===== src/rtl/sdram_pkg.sv =====
// Shared types and helpers for the SDRAM BIST sequencer: FSM states, address
// widths, word-to-byte address conversion and the test pattern generator.
package sdram_pkg;

  localparam int unsigned SDRAM_ADDR_W = 24;
  localparam int unsigned DATA_W       = 16;
  localparam int unsigned BYTE_ADDR_W  = 32;

  typedef enum logic [2:0] {
    ST_IDLE,
    ST_WR_REQ,
    ST_WR_GAP,
    ST_RD_REQ,
    ST_RD_GAP,
    ST_DONE
  } state_e;

  // Controller ports take byte addresses; words are 16-bit, so shift by one.
  function automatic logic [BYTE_ADDR_W-1:0] to_byte_addr(
    input logic [SDRAM_ADDR_W-1:0] word_addr
  );
    return BYTE_ADDR_W'({word_addr, 1'b0});
  endfunction

  // Address-derived pattern; upper address bits fold into the low byte.
  function automatic logic [DATA_W-1:0] pat(
    input logic [SDRAM_ADDR_W-1:0] a,
    input logic [DATA_W-1:0]       seed
  );
    return a[15:0] ^ {8'h00, a[23:16]} ^ seed;
  endfunction

endpackage


===== src/rtl/sdram_req_timer.sv =====
// Per-request ack timeout counter: cleared outside request states, counts
// request cycles, and flags the final permitted cycle without an ack.
module sdram_req_timer #(
  parameter int unsigned TIMEOUT_CYCLES = 1023
) (
  input  logic clk,
  input  logic reset_n,
  input  logic clear,
  input  logic enable,
  output logic expired
);

  localparam int unsigned CNT_W = $clog2(TIMEOUT_CYCLES + 1);
  localparam logic [CNT_W-1:0] LIMIT = CNT_W'(TIMEOUT_CYCLES - 1);

  logic [CNT_W-1:0] count;
  logic [CNT_W-1:0] count_inc;

  assign count_inc = count + CNT_W'(1);

  // expired is high during the TIMEOUT_CYCLES-th request cycle
  always_ff @(posedge clk or negedge reset_n) begin
    if (!reset_n) begin
      count   <= '0;
      expired <= 1'b0;
    end else if (clear) begin
      count   <= '0;
      expired <= (LIMIT == '0);
    end else if (enable) begin
      count   <= count_inc;
      expired <= (count_inc == LIMIT);
    end
  end

endmodule


===== src/rtl/sdram_bist_sequencer.sv =====
// SDRAM built-in self-test: writes a seeded pattern over a word range, reads
// it back, and reports error count, first failing word and ack timeout.
module sdram_bist_sequencer
  import sdram_pkg::*;
#(
  parameter int unsigned          ADDR_W         = SDRAM_ADDR_W,
  parameter logic [ADDR_W-1:0]    START_ADDR     = '0,
  parameter logic [ADDR_W-1:0]    LAST_ADDR      = '1,
  parameter int unsigned          TIMEOUT_CYCLES = 1023
) (
  input  logic                   clk,
  input  logic                   reset_n,
  input  logic                   start,
  input  logic [DATA_W-1:0]      seed,
  output logic                   busy,
  output logic                   done,
  output logic                   pass,
  output logic                   timeout,
  output logic [DATA_W-1:0]      err_count,
  output logic [ADDR_W-1:0]      first_err_addr,
  output logic [DATA_W-1:0]      first_err_data,
  output logic                   writeport_wr,
  output logic [BYTE_ADDR_W-1:0] writeport_addr,
  output logic [DATA_W-1:0]      writeport_data,
  input  logic                   writeport_ack,
  output logic                   readport_rd,
  output logic [BYTE_ADDR_W-1:0] readport_addr,
  input  logic [DATA_W-1:0]      readport_data,
  input  logic                   readport_ack
);

  state_e              state, state_d;
  logic [ADDR_W-1:0]   addr, addr_d;
  logic [DATA_W-1:0]   seed_q, seed_d;
  logic [DATA_W-1:0]   err_d;
  logic [ADDR_W-1:0]   fea_d;
  logic [DATA_W-1:0]   fed_d;
  logic                timeout_d;
  logic                pass_d;
  logic                in_req;
  logic                expired;
  logic [DATA_W-1:0]   pat_cur;

  assign in_req  = (state == ST_WR_REQ) || (state == ST_RD_REQ);
  assign pat_cur = pat(SDRAM_ADDR_W'(addr), seed_q);

  sdram_req_timer #(
    .TIMEOUT_CYCLES(TIMEOUT_CYCLES)
  ) u_timer (
    .clk     (clk),
    .reset_n (reset_n),
    .clear   (!in_req),
    .enable  (in_req),
    .expired (expired)
  );

  // Next-state and result-register logic
  always_comb begin
    state_d   = state;
    addr_d    = addr;
    seed_d    = seed_q;
    err_d     = err_count;
    fea_d     = first_err_addr;
    fed_d     = first_err_data;
    timeout_d = timeout;
    pass_d    = pass;

    case (state)
      ST_IDLE, ST_DONE: begin
        if (start) begin
          state_d   = ST_WR_REQ;
          addr_d    = START_ADDR;
          seed_d    = seed;
          err_d     = '0;
          fea_d     = '0;
          fed_d     = '0;
          timeout_d = 1'b0;
          pass_d    = 1'b0;
        end
      end
      ST_WR_REQ: begin
        if (writeport_ack) begin
          state_d = ST_WR_GAP;
        end else if (expired) begin
          timeout_d = 1'b1;
          state_d   = ST_DONE;
        end
      end
      ST_WR_GAP: begin
        if (addr == LAST_ADDR) begin
          addr_d  = START_ADDR;
          state_d = ST_RD_REQ;
        end else begin
          addr_d  = addr + ADDR_W'(1);
          state_d = ST_WR_REQ;
        end
      end
      ST_RD_REQ: begin
        if (readport_ack) begin
          if (readport_data != pat_cur) begin
            // err_count never returns to zero once set, so zero marks the first miss
            if (err_count == '0) begin
              fea_d = addr;
              fed_d = readport_data;
            end
            if (err_count != '1) err_d = err_count + DATA_W'(1);
          end
          state_d = ST_RD_GAP;
        end else if (expired) begin
          timeout_d = 1'b1;
          state_d   = ST_DONE;
        end
      end
      ST_RD_GAP: begin
        if (addr == LAST_ADDR) begin
          state_d = ST_DONE;
        end else begin
          addr_d  = addr + ADDR_W'(1);
          state_d = ST_RD_REQ;
        end
      end
      default: state_d = ST_IDLE;
    endcase

    if ((state_d == ST_DONE) && (state != ST_DONE)) begin
      pass_d = (err_d == '0) && !timeout_d;
    end
  end

  always_ff @(posedge clk or negedge reset_n) begin
    if (!reset_n) begin
      state          <= ST_IDLE;
      addr           <= '0;
      seed_q         <= '0;
      err_count      <= '0;
      first_err_addr <= '0;
      first_err_data <= '0;
      timeout        <= 1'b0;
      pass           <= 1'b0;
      busy           <= 1'b0;
      done           <= 1'b0;
      writeport_wr   <= 1'b0;
      writeport_addr <= '0;
      writeport_data <= '0;
      readport_rd    <= 1'b0;
      readport_addr  <= '0;
    end else begin
      state          <= state_d;
      addr           <= addr_d;
      seed_q         <= seed_d;
      err_count      <= err_d;
      first_err_addr <= fea_d;
      first_err_data <= fed_d;
      timeout        <= timeout_d;
      pass           <= pass_d;
      busy           <= (state_d != ST_IDLE) && (state_d != ST_DONE);
      done           <= (state_d == ST_DONE);
      writeport_wr   <= (state_d == ST_WR_REQ);
      writeport_addr <= to_byte_addr(SDRAM_ADDR_W'(addr_d));
      writeport_data <= pat(SDRAM_ADDR_W'(addr_d), seed_d);
      readport_rd    <= (state_d == ST_RD_REQ);
      readport_addr  <= to_byte_addr(SDRAM_ADDR_W'(addr_d));
    end
  end

endmodule


===== config.mk =====
export PLATFORM = sky130hd
export DESIGN_NAME = sdram_bist_sequencer
export DESIGN_NICKNAME = d
export VERILOG_FILES = /design/src/rtl/sdram_pkg.sv /design/src/rtl/sdram_req_timer.sv /design/src/rtl/sdram_bist_sequencer.sv
export SDC_FILE = /design/constraint.sdc
export NUM_CORES = 1
export LEC_CHECK = 0
export ABC_AREA = 1
export CAP_MARGIN = 20
export CORE_MARGIN = 2
export CORE_UTILIZATION = 45
export DETAILED_ROUTE_END_ITERATION = 8
export MAX_ROUTING_LAYER = met4
export PLACE_DENSITY = 0.75
export SETUP_SLACK_MARGIN = 0.3
export SKIP_CTS_REPAIR_TIMING = 1
export SLEW_MARGIN = 20
export SYNTH_ARGS = -nofsm -noshare
export SYNTH_HDL_FRONTEND = slang
export SYNTH_HIERARCHICAL = 1
export SYNTH_SLANG_ARGS = --single-unit

===== constraint.sdc =====
create_clock -name clk -period 2.9 [get_ports clk]
set_input_delay 0.58 -clock clk [delete_from_list [all_inputs] [get_ports clk]]
set_output_delay 0.58 -clock clk [all_outputs]
set_load 0.02 [all_outputs]

# Word level (Yosys, flattened, before mapping)
# Cells that the tools add are included.
# word_totals
in_bits	37
out_inout_bits	142
ff_bits	132
elab_cells	93
# classes
n_addsub	3
muxes	38
n_bitwise	4
n_eq_ne	18
reduce_logical	15
# ops
op	n
$mux 24	7
$mux 16	10
$pmux 24 s3	1
$pmux 16 s2	2
$pmux 24 s2	1
$logic_not 16->1	2
$xor 16x16->16	2
$xor 16x8->16	2
$add 24x1->24 const B	1
$eq 24x24->1 const B	1
$add 16x1->16 const B	1
$ne 16x16->1	1
$ne 16x16->1 const B	1
$mux 3	5
$pmux 3 s5	1
$add 10x1->10 const B	1
$eq 10x10->1 const B	1
$mux 10	1
$eq 3x2->1 const B	3
$eq 3x3->1 const B	3
$mux 1	8
$eq 3x1->1 const B	2
$ne 3x3->1 const B	2
$reduce_bool 2->1	3
other kinds (12)	16

# Depth between registers and ports, before layout
# Gate-level depths: netlist of the first run.
# logic_depth
depth_word	9
ltp_mapped	21
ltp_nobuf	20

# Hierarchy
# Netlist of the first run, hierarchy kept.
# by_module_without_submodules
module	seq_area_each_um2	area_each_um2	cells_each	instances
sdram_bist_sequencer	3027.9	7552.2	1069	1
sdram_req_timer	275.3	666.9	89	1

# Worst setup path before layout of the first run
# Ideal clock, no wire load.
# synth_timing
path_type	reg-to-reg
from	reg readport_addr[2] (netlist name)
to	reg writeport_data[0]
n_path_buf	0
stages_incl_launch_ff	16
arrival_ns	2.629
required_ns	2.783
path_slack_ns	0.154
period_less_slack_ns	2.746
setup_ns	0.117
path_cell_list	dfrtp_1 -> ha_1 -> nand2_1 -> nor3_2 -> nand4_1 -> inv_1 -> nand2_1 -> nor3_2 -> nand2_1 -> nor2_1 -> nand3_1 -> ha_1 -> o221ai_1 -> xnor2_1 -> nand3b_1 -> nand2_1
# synth_rtl
item	line_no	source
end signal, assigned	sdram_bist_sequencer.sv:160	writeport_data <= pat(SDRAM_ADDR_W'(addr_d), seed_d);
end, declared	sdram_bist_sequencer.sv:24	output logic [DATA_W-1:0] writeport_data,

==> qor.yml, run 1 <==
synth:
  yosys-top-cells-area: "dfrtp_1 (40%), nand2_1 (17%), nand3_1 (6.5%)"
  synth_commonest_cells: "nand2_1 (373), inv_1 (135), dfrtp_1 (132)"
  async_reset_ff_share_pct: 100.0
  yosysUniqueCellTypes: 46
  ys.flop_type: "dfrtp_1"
  synth_cells: 1158
  synth-seq-area-share_pct: 40.19
  yosysWarnings: 6
  syn_avg_cell_area_um2: 7.098
  synth_seq_cells: 132
  yosysMostFrequentCell: "nand2_1"
  synth_area_um2: 8219
  synth_top_area_share_pct: 40.19
  synth-edff-count: 0
  yosysTopAreaCell: "dfrtp_1"
finish:
  fin_nets: 1394
  stdcell_area_um2: 11160
  postLayoutCoreUtil_pct: 62.12
  drive_gt1_share_pct: 12.68
  area_growth_pct: 35.77
  n_fill_cell: 1606
pwr:
  p_total_mw: 8.545
  power.density_nw_per_um2: 765.7
  peakVddDrop_v: 0.0005548
  static-leakage-power_nw: 5.586
routing:
  wirelength_mm: 25.31
  viasPerCell: 5.138
  wire_per_inst_um: 15.88
  dr.pass1.iters: 5
  drc: 0
  vias: 8190
  antenna_left: 0
  drtIter0Drc: 598
worst_setup_path:
  critPathKind: "flip-flop to flip-flop"
  cp.arrival_ns: 2.96
  startpoint_type: "flip-flop"
  reg2reg_from: "readport_addr[2]$_DFF_PN0_"
  cp-end-kind: "flip-flop"
  cp_max_fo: 3
  reg2reg_to: "writeport_data[0]$_DFF_PN0_"
  rr_worst_depth: 15
  crit_required_ns: 3.20
  rrSetupSlack_ns: 0.24
global_route:
  overflow: 0
  grt_usage_pct: 26.64
  grt_max_degree: 72
  grt_pass1_wl_mm: 40.11
  antenna_found_initial: 1
  grt_pass1_vias: 7848
placed_design:
  globalplace.congestion: 0.9563
  numPortBuffers: 162
  hpwlAfterDp_mm: 18.66
  place_area_um2: 10180
floorplanning:
  fp.dieH_um: 139.1
  die_area_um2: 19360
  num_rows: 49
  start_util_pct: 45.75
  die_x_um: 139.1
  num_io_pins: 179
  core_um2: 17960
timing:
  finalCritPeriodShare_pct: 91.73
  fin_setup_tns_ns: 0
  whs_ns: 0.1624
  maxClockFrequency_mhz: 375.9
  worst_pin_slew_ns: 0.5932
  skew_ns: 0.009181
  setup_violations: 0
  min_period_ns: 2.660
  hold_viol: 0
  slew_headroom_pct: 60.45
  drv_slew: 0
  rsz0062_at_grt: "true"
clock_network:
  cts_tree: "built"
  clock-root-buffer: "clkbuf_16"
  clock_sinks: 132
  insertion_delay_ns: 0.43
  cts.clk_slew.worst_paths_ns: 0.06
  htree_levels: 4
  numCtsBuffers: 17
  clk_path_buf_depth: 2
flow_run:
  drv_cap: 0
worst_hold_path:
  hold_class: "input port to async pin"
run_status:
  status: "completed"
-- routing by layer --
metal | GRT usage (%) | vias up | wire length, µm
met2 | 44.15 | 302 | 12300
li1 | - | 3995 | -
met3 | 4.972 | 54 | 1707
met1 | 33.11 | 3839 | 10580
met5 | - | - | 0
met4 | 8.559 | 0 | 720
-- critical path: stages (launching register included) --
cell and delay [ns]:
dfrtp_2 0.38, ha_4 0.15, nand2_4 0.05, nor3_4 0.13
nand4_1 0.19, inv_1 0.11, nand2_2 0.07, nor3_2 0.21
nand2_1 0.11, nor2_2 0.15, nand3_2 0.12, ha_4 0.28
o221ai_4 0.22, xnor2_2 0.16, nand3b_1 0.14, nand2_2 0.07
-- sequential cells by signal (all words and copies together) (netlist names), 3 cells and up --
register and flops:
first_err_addr 24, writeport_data 16, seed_q 16, first_err_data 16
state 3, err_count 16, u_timer/count 10, readport_addr 24
-- final cells by class --
type / instances / area [µm²] / area share [%]
multi-input cells: 822 / 4114 / 36.87
inverters: 144 / 540.5 / 4.844
flip-flops and latches: 132 / 3316 / 29.71
well taps: 229 / 286.5 / 2.568
clock buffers: 23 / 478.0 / 4.283
clock inverters: 9 / 173.9 / 1.558
diodes: 1 / 2.502 / 0.02242
repair buffers: 234 / 2248 / 20.15
-- cell families after synthesis --
logic type,synth area share (%)
AOI/OAI and AO/OA,6.516
xor gates and xnor gates,5.298
adders and majority gates,0.9134
buffers and inverters,12.62
DFF,40.19
other,0.04563
and+or+nand+nor,34.42
-- power breakdown --
| part | switching [mW] | internal, mW | leakage, nW |
|---|---|---|---|
| clock | 0.806 | 1.59 | 0.321 |
| combinational | 2.18 | 1.43 | 3.51 |
| sequential | 0.273 | 2.26 | 1.76 |
-- placed cells by master (no fill, tap or decap), drive strengths merged, types with 10 or more instances in the layout --
cell type and count:
xor2 35, nand2 382, buf 72, conb 16
nand4 20, nor2 117, clkbuf 24, o21ai 50
clkdlybuf4s50 157, dfrtp 132, nand3 109, nor3 24
o211ai 12, a21oi 10, xnor2 12, inv 142
-- how the worst max path moves through the flow --
stage                                    start                           to  slack [ns]  cells past startpoint
finish              readport_addr[2]$_DFF_PN0_  writeport_data[0]$_DFF_PN0_        0.24                     15
global route        readport_addr[2]$_DFF_PN0_  writeport_data[0]$_DFF_PN0_        0.05                     15
CTS                 readport_addr[1]$_DFF_PN0_  writeport_data[0]$_DFF_PN0_        0.10                     15
detailed placement            readport_data[1]             pass$_DFFE_PN0P_       -0.16                     20
global placement              readport_data[1]             pass$_DFFE_PN0P_       -0.15                     20
floorplan           readport_addr[1]$_DFF_PN0_  writeport_data[0]$_DFF_PN0_        0.28                     15
-- per-stage QoR --
step                      worst slack [ns]  std cells
after CTS                           0.1017       1577
after detailed placement           -0.1647       1545
final                               0.2400       1594
after floorplan                     0.2751       1173
after global placement             -0.1476       1545
after global routing               0.04772       1594
(Power assumes the default switching activity.)
==> inputs of run 2 (changes only) <==
- REMOVE_ABC_BUFFERS: unset -> 1
==> qor.yml, run 2 (synthesized netlist as in run 1, its figures left out) <==
worst_setup_path:
  rr_worst_depth: 15  # unchanged
  cp-end-kind: "flip-flop"  # unchanged
  cp-startpoint: "readport_addr[2]$_DFF_PN0_"  # unchanged
  crit_chain: "ha_2 > nand2_4 > nor3_4 > nand4_1 > inv_1 > nand2_2 > nor3_2 > nand2_1 > nor2_2 > nand3_2 > ha_4 > o221ai_4 > xnor2_2 > nand3b_1 > nand2_1"  # was ha_4 > nand2_4 > nor3_4 > nand4_1 > inv_1 > nand2_2 > nor3_2 > nand2_1 > nor2_2 > nand3_2 > ha_4 > o221ai_4 > xnor2_2 > nand3b_1 > nand2_2
  reg2reg_from: "readport_addr[2]$_DFF_PN0_"  # unchanged
  reg2reg_to: "writeport_data[0]$_DFF_PN0_"  # unchanged
  cp.arrival_ns: 2.95  # was 2.96 ns
  rrSetupSlack_ns: 0.25  # was 0.24 ns
  startpoint_type: "flip-flop"  # unchanged
  crit_top_cell: "nand2_1"
  critPathKind: "flip-flop to flip-flop"  # unchanged
  cp_max_fo: 3  # unchanged
  crit_required_ns: 3.21  # was 3.20 ns
  slowest_stage: "dfrtp_1"  # was dfrtp_2
  crit_path_max_incr_delay_ns: 0.36  # was 0.38 ns
clock_network:
  cts_tree: "built"  # unchanged
  insertion_delay_ns: 0.42  # was 0.43 ns
  htree_levels: 4  # unchanged
  clock_sinks: 132  # unchanged
  clk_path_buf_depth: 2  # unchanged
  numCtsBuffers: 17  # unchanged
  clock-root-buffer: "clkbuf_16"  # unchanged
  cts.clk_slew.worst_paths_ns: 0.06  # about the same
pwr:
  switching_share_pct: 38.94  # was 38.18%
  p_int_mw: 5.063  # was 5.282 mW
  p_comb_share_pct: 42.5  # was 42.3%
  p_clk_share_pct: 27.0  # was 28.1%
  power.density_nw_per_um2: 753.1  # was 765.7 nW/µm²
  peakVddDrop_v: 0.0004939  # was 0.0005548 V
  static-leakage-power_nw: 5.473  # was 5.586 nW
  p_total_mw: 8.291  # was 8.545 mW
  p_switching_mw: 3.228  # was 3.263 mW
  p_seq_share_pct: 30.5  # was 29.7%
placed_design:
  post-place-ws_ns: -0.1025  # was -0.1647 ns
  hpwlAfterDp_mm: 18.11  # was 18.66 mm
  globalplace.congestion: 1.018  # was 0.9563
  numPortBuffers: 162  # unchanged
  placedCellCount: 1543  # was 1,545
timing:
  slew_headroom_pct: 40.09  # was 60.45%
  fin_setup_tns_ns: 0  # unchanged
  whs_ns: 0.1360  # was 0.1624 ns
  min_period_ns: 2.645  # was 2.660 ns
  maxClockFrequency_mhz: 378.1  # was 375.9 MHz
  drv_slew: 0  # unchanged
  worst_pin_slew_ns: 0.8953  # was 0.5932 ns
  hold_viol: 0  # unchanged
  fin_ws_ns: 0.2549  # was 0.2400 ns
  rsz0062_at_grt: "true"  # unchanged
  setup_violations: 0  # unchanged
  skew_ns: 0.01285  # was 0.009181 ns
  finalCritPeriodShare_pct: 91.21  # was 91.73%
global_route:
  grt_usage_pct: 26.29  # was 26.64%
  grt_max_degree: 63  # was 72
  grt_pass1_wl_mm: 39.60  # was 40.11 mm
  antenna_found_initial: 0  # was 1
  grt_pass1_vias: 7803  # was 7,848
  overflow: 0  # unchanged
finish:
  fin_nets: 1384  # was 1,394
  antenna_cells: 0  # was 1
  area_growth_pct: 33.95  # was 35.77%
  drive_gt1_share_pct: 12.05  # was 12.68%
  fin_cells: 1582  # was 1,594
  final_common_cell: "nand2_1"  # unchanged
  final_cell_mix: "nand2_1 (369), clkdlybuf4s50_1 (158), inv_1 (134)"  # was nand2_1 (369), clkdlybuf4s50_1 (157), inv_1 (132)
  top_regs: "first_err_addr: 24 flops, readport_addr: 24 flops"  # unchanged
routing:
  wire_per_inst_um: 15.88  # about the same
  vias: 8282  # was 8,190
  drtIter0Drc: 610  # was 598
  dr.pass1.iters: 7  # was 5
  drc: 0  # unchanged
  viasPerCell: 5.235  # was 5.138
  antenna_left: 0  # unchanged
  wirelength_mm: 25.12  # was 25.31 mm
floorplanning:
  num_io_pins: 179  # unchanged
  num_rows: 49  # unchanged
  start_util_pct: 45.75  # unchanged
  die_x_um: 139.1  # unchanged
  fp.dieH_um: 139.1  # unchanged
  die_area_um2: 19360  # unchanged
  core_um2: 17960  # unchanged
flow_run:
  drv_cap: 0  # unchanged
run_status:
  status: "completed"  # unchanged
worst_hold_path:
  hold_class: "input port to async pin"  # unchanged
run 2: cell count changes in the layout (fill, tap and decap cells not counted), sizes merged:
cell and delta:
clkdlybuf4s50 +1, diode -1, clkinv +1, inv -1
bufinv -2, clkbuf -2, buf -9, clkinvlp +2
dlymetal6s2s -1
run 2: power by group through the flow:
| stage | sequential (mW) | combinational [mW] | clock [mW] |
|---|---|---|---|
| final | 2.53 | 3.53 | 2.24 |
| after global routing | 2.57 | 3.85 | 2.34 |
| after CTS | 2.52 | 3.42 | 2.27 |
| after detailed placement | 2.54 | 3.38 | 0 |
| after global placement | 2.54 | 3.33 | 0 |
| after floorplan | 2.87 | 1.54 | 0 |
run 2: layout make-up:
type,instances,area (µm²)
well taps,229,286.5
clock inverters,9,126.4
inverters,144,544.3
fillers,1607,6954
multi-input cells,822,4090
repair buffers,224,2162
clock buffers,22,484.2
flip-flops and latches,132,3316
run 2: worst max-delay path by stage:
stage	endpoint	slack [ns]	depth (start not counted)
after floorplan	pass$_DFFE_PN0P_	-0.52	16
after global placement	pass$_DFFE_PN0P_	-0.07	20
after detailed placement	pass$_DFFE_PN0P_	-0.10	20
after CTS	writeport_data[0]$_DFF_PN0_	0.12	15
after global routing	writeport_data[0]$_DFF_PN0_	0.09	15
final	writeport_data[0]$_DFF_PN0_	0.25	15
run 2: metal layers:
layer  vias to the layer above  global-route usage, %  routed length (µm)
met1                      3905                  34.70               10950
li1                       3970                      -                   -
met3                        47                  4.869                1930
met5                         -                      -                   0
met4                         0                  8.240                 444
met2                       360                  41.35               11790
run 2: worst max-delay path: cells and delay by family, from the launching register on:
family / cells / cell delay, ns
AOI/OAI and AO/OA: 1 / 0.22
xor gates and xnor gates: 1 / 0.15
adders and majority gates: 2 / 0.49
buffers and inverters: 1 / 0.09
DFF: 1 / 0.36
and+or+nand+nor: 10 / 1.23
run 2: metrics by stage:
stage | utilization [%] | area (µm²)
6_report | 61.29 | 11010
5_1_grt | 61.29 | 11010
4_1_cts | 59.93 | 10770
3_5_place_dp | 56.53 | 10150
3_3_place_gp | 56.53 | 10150
2_1_floorplan | - | 7779
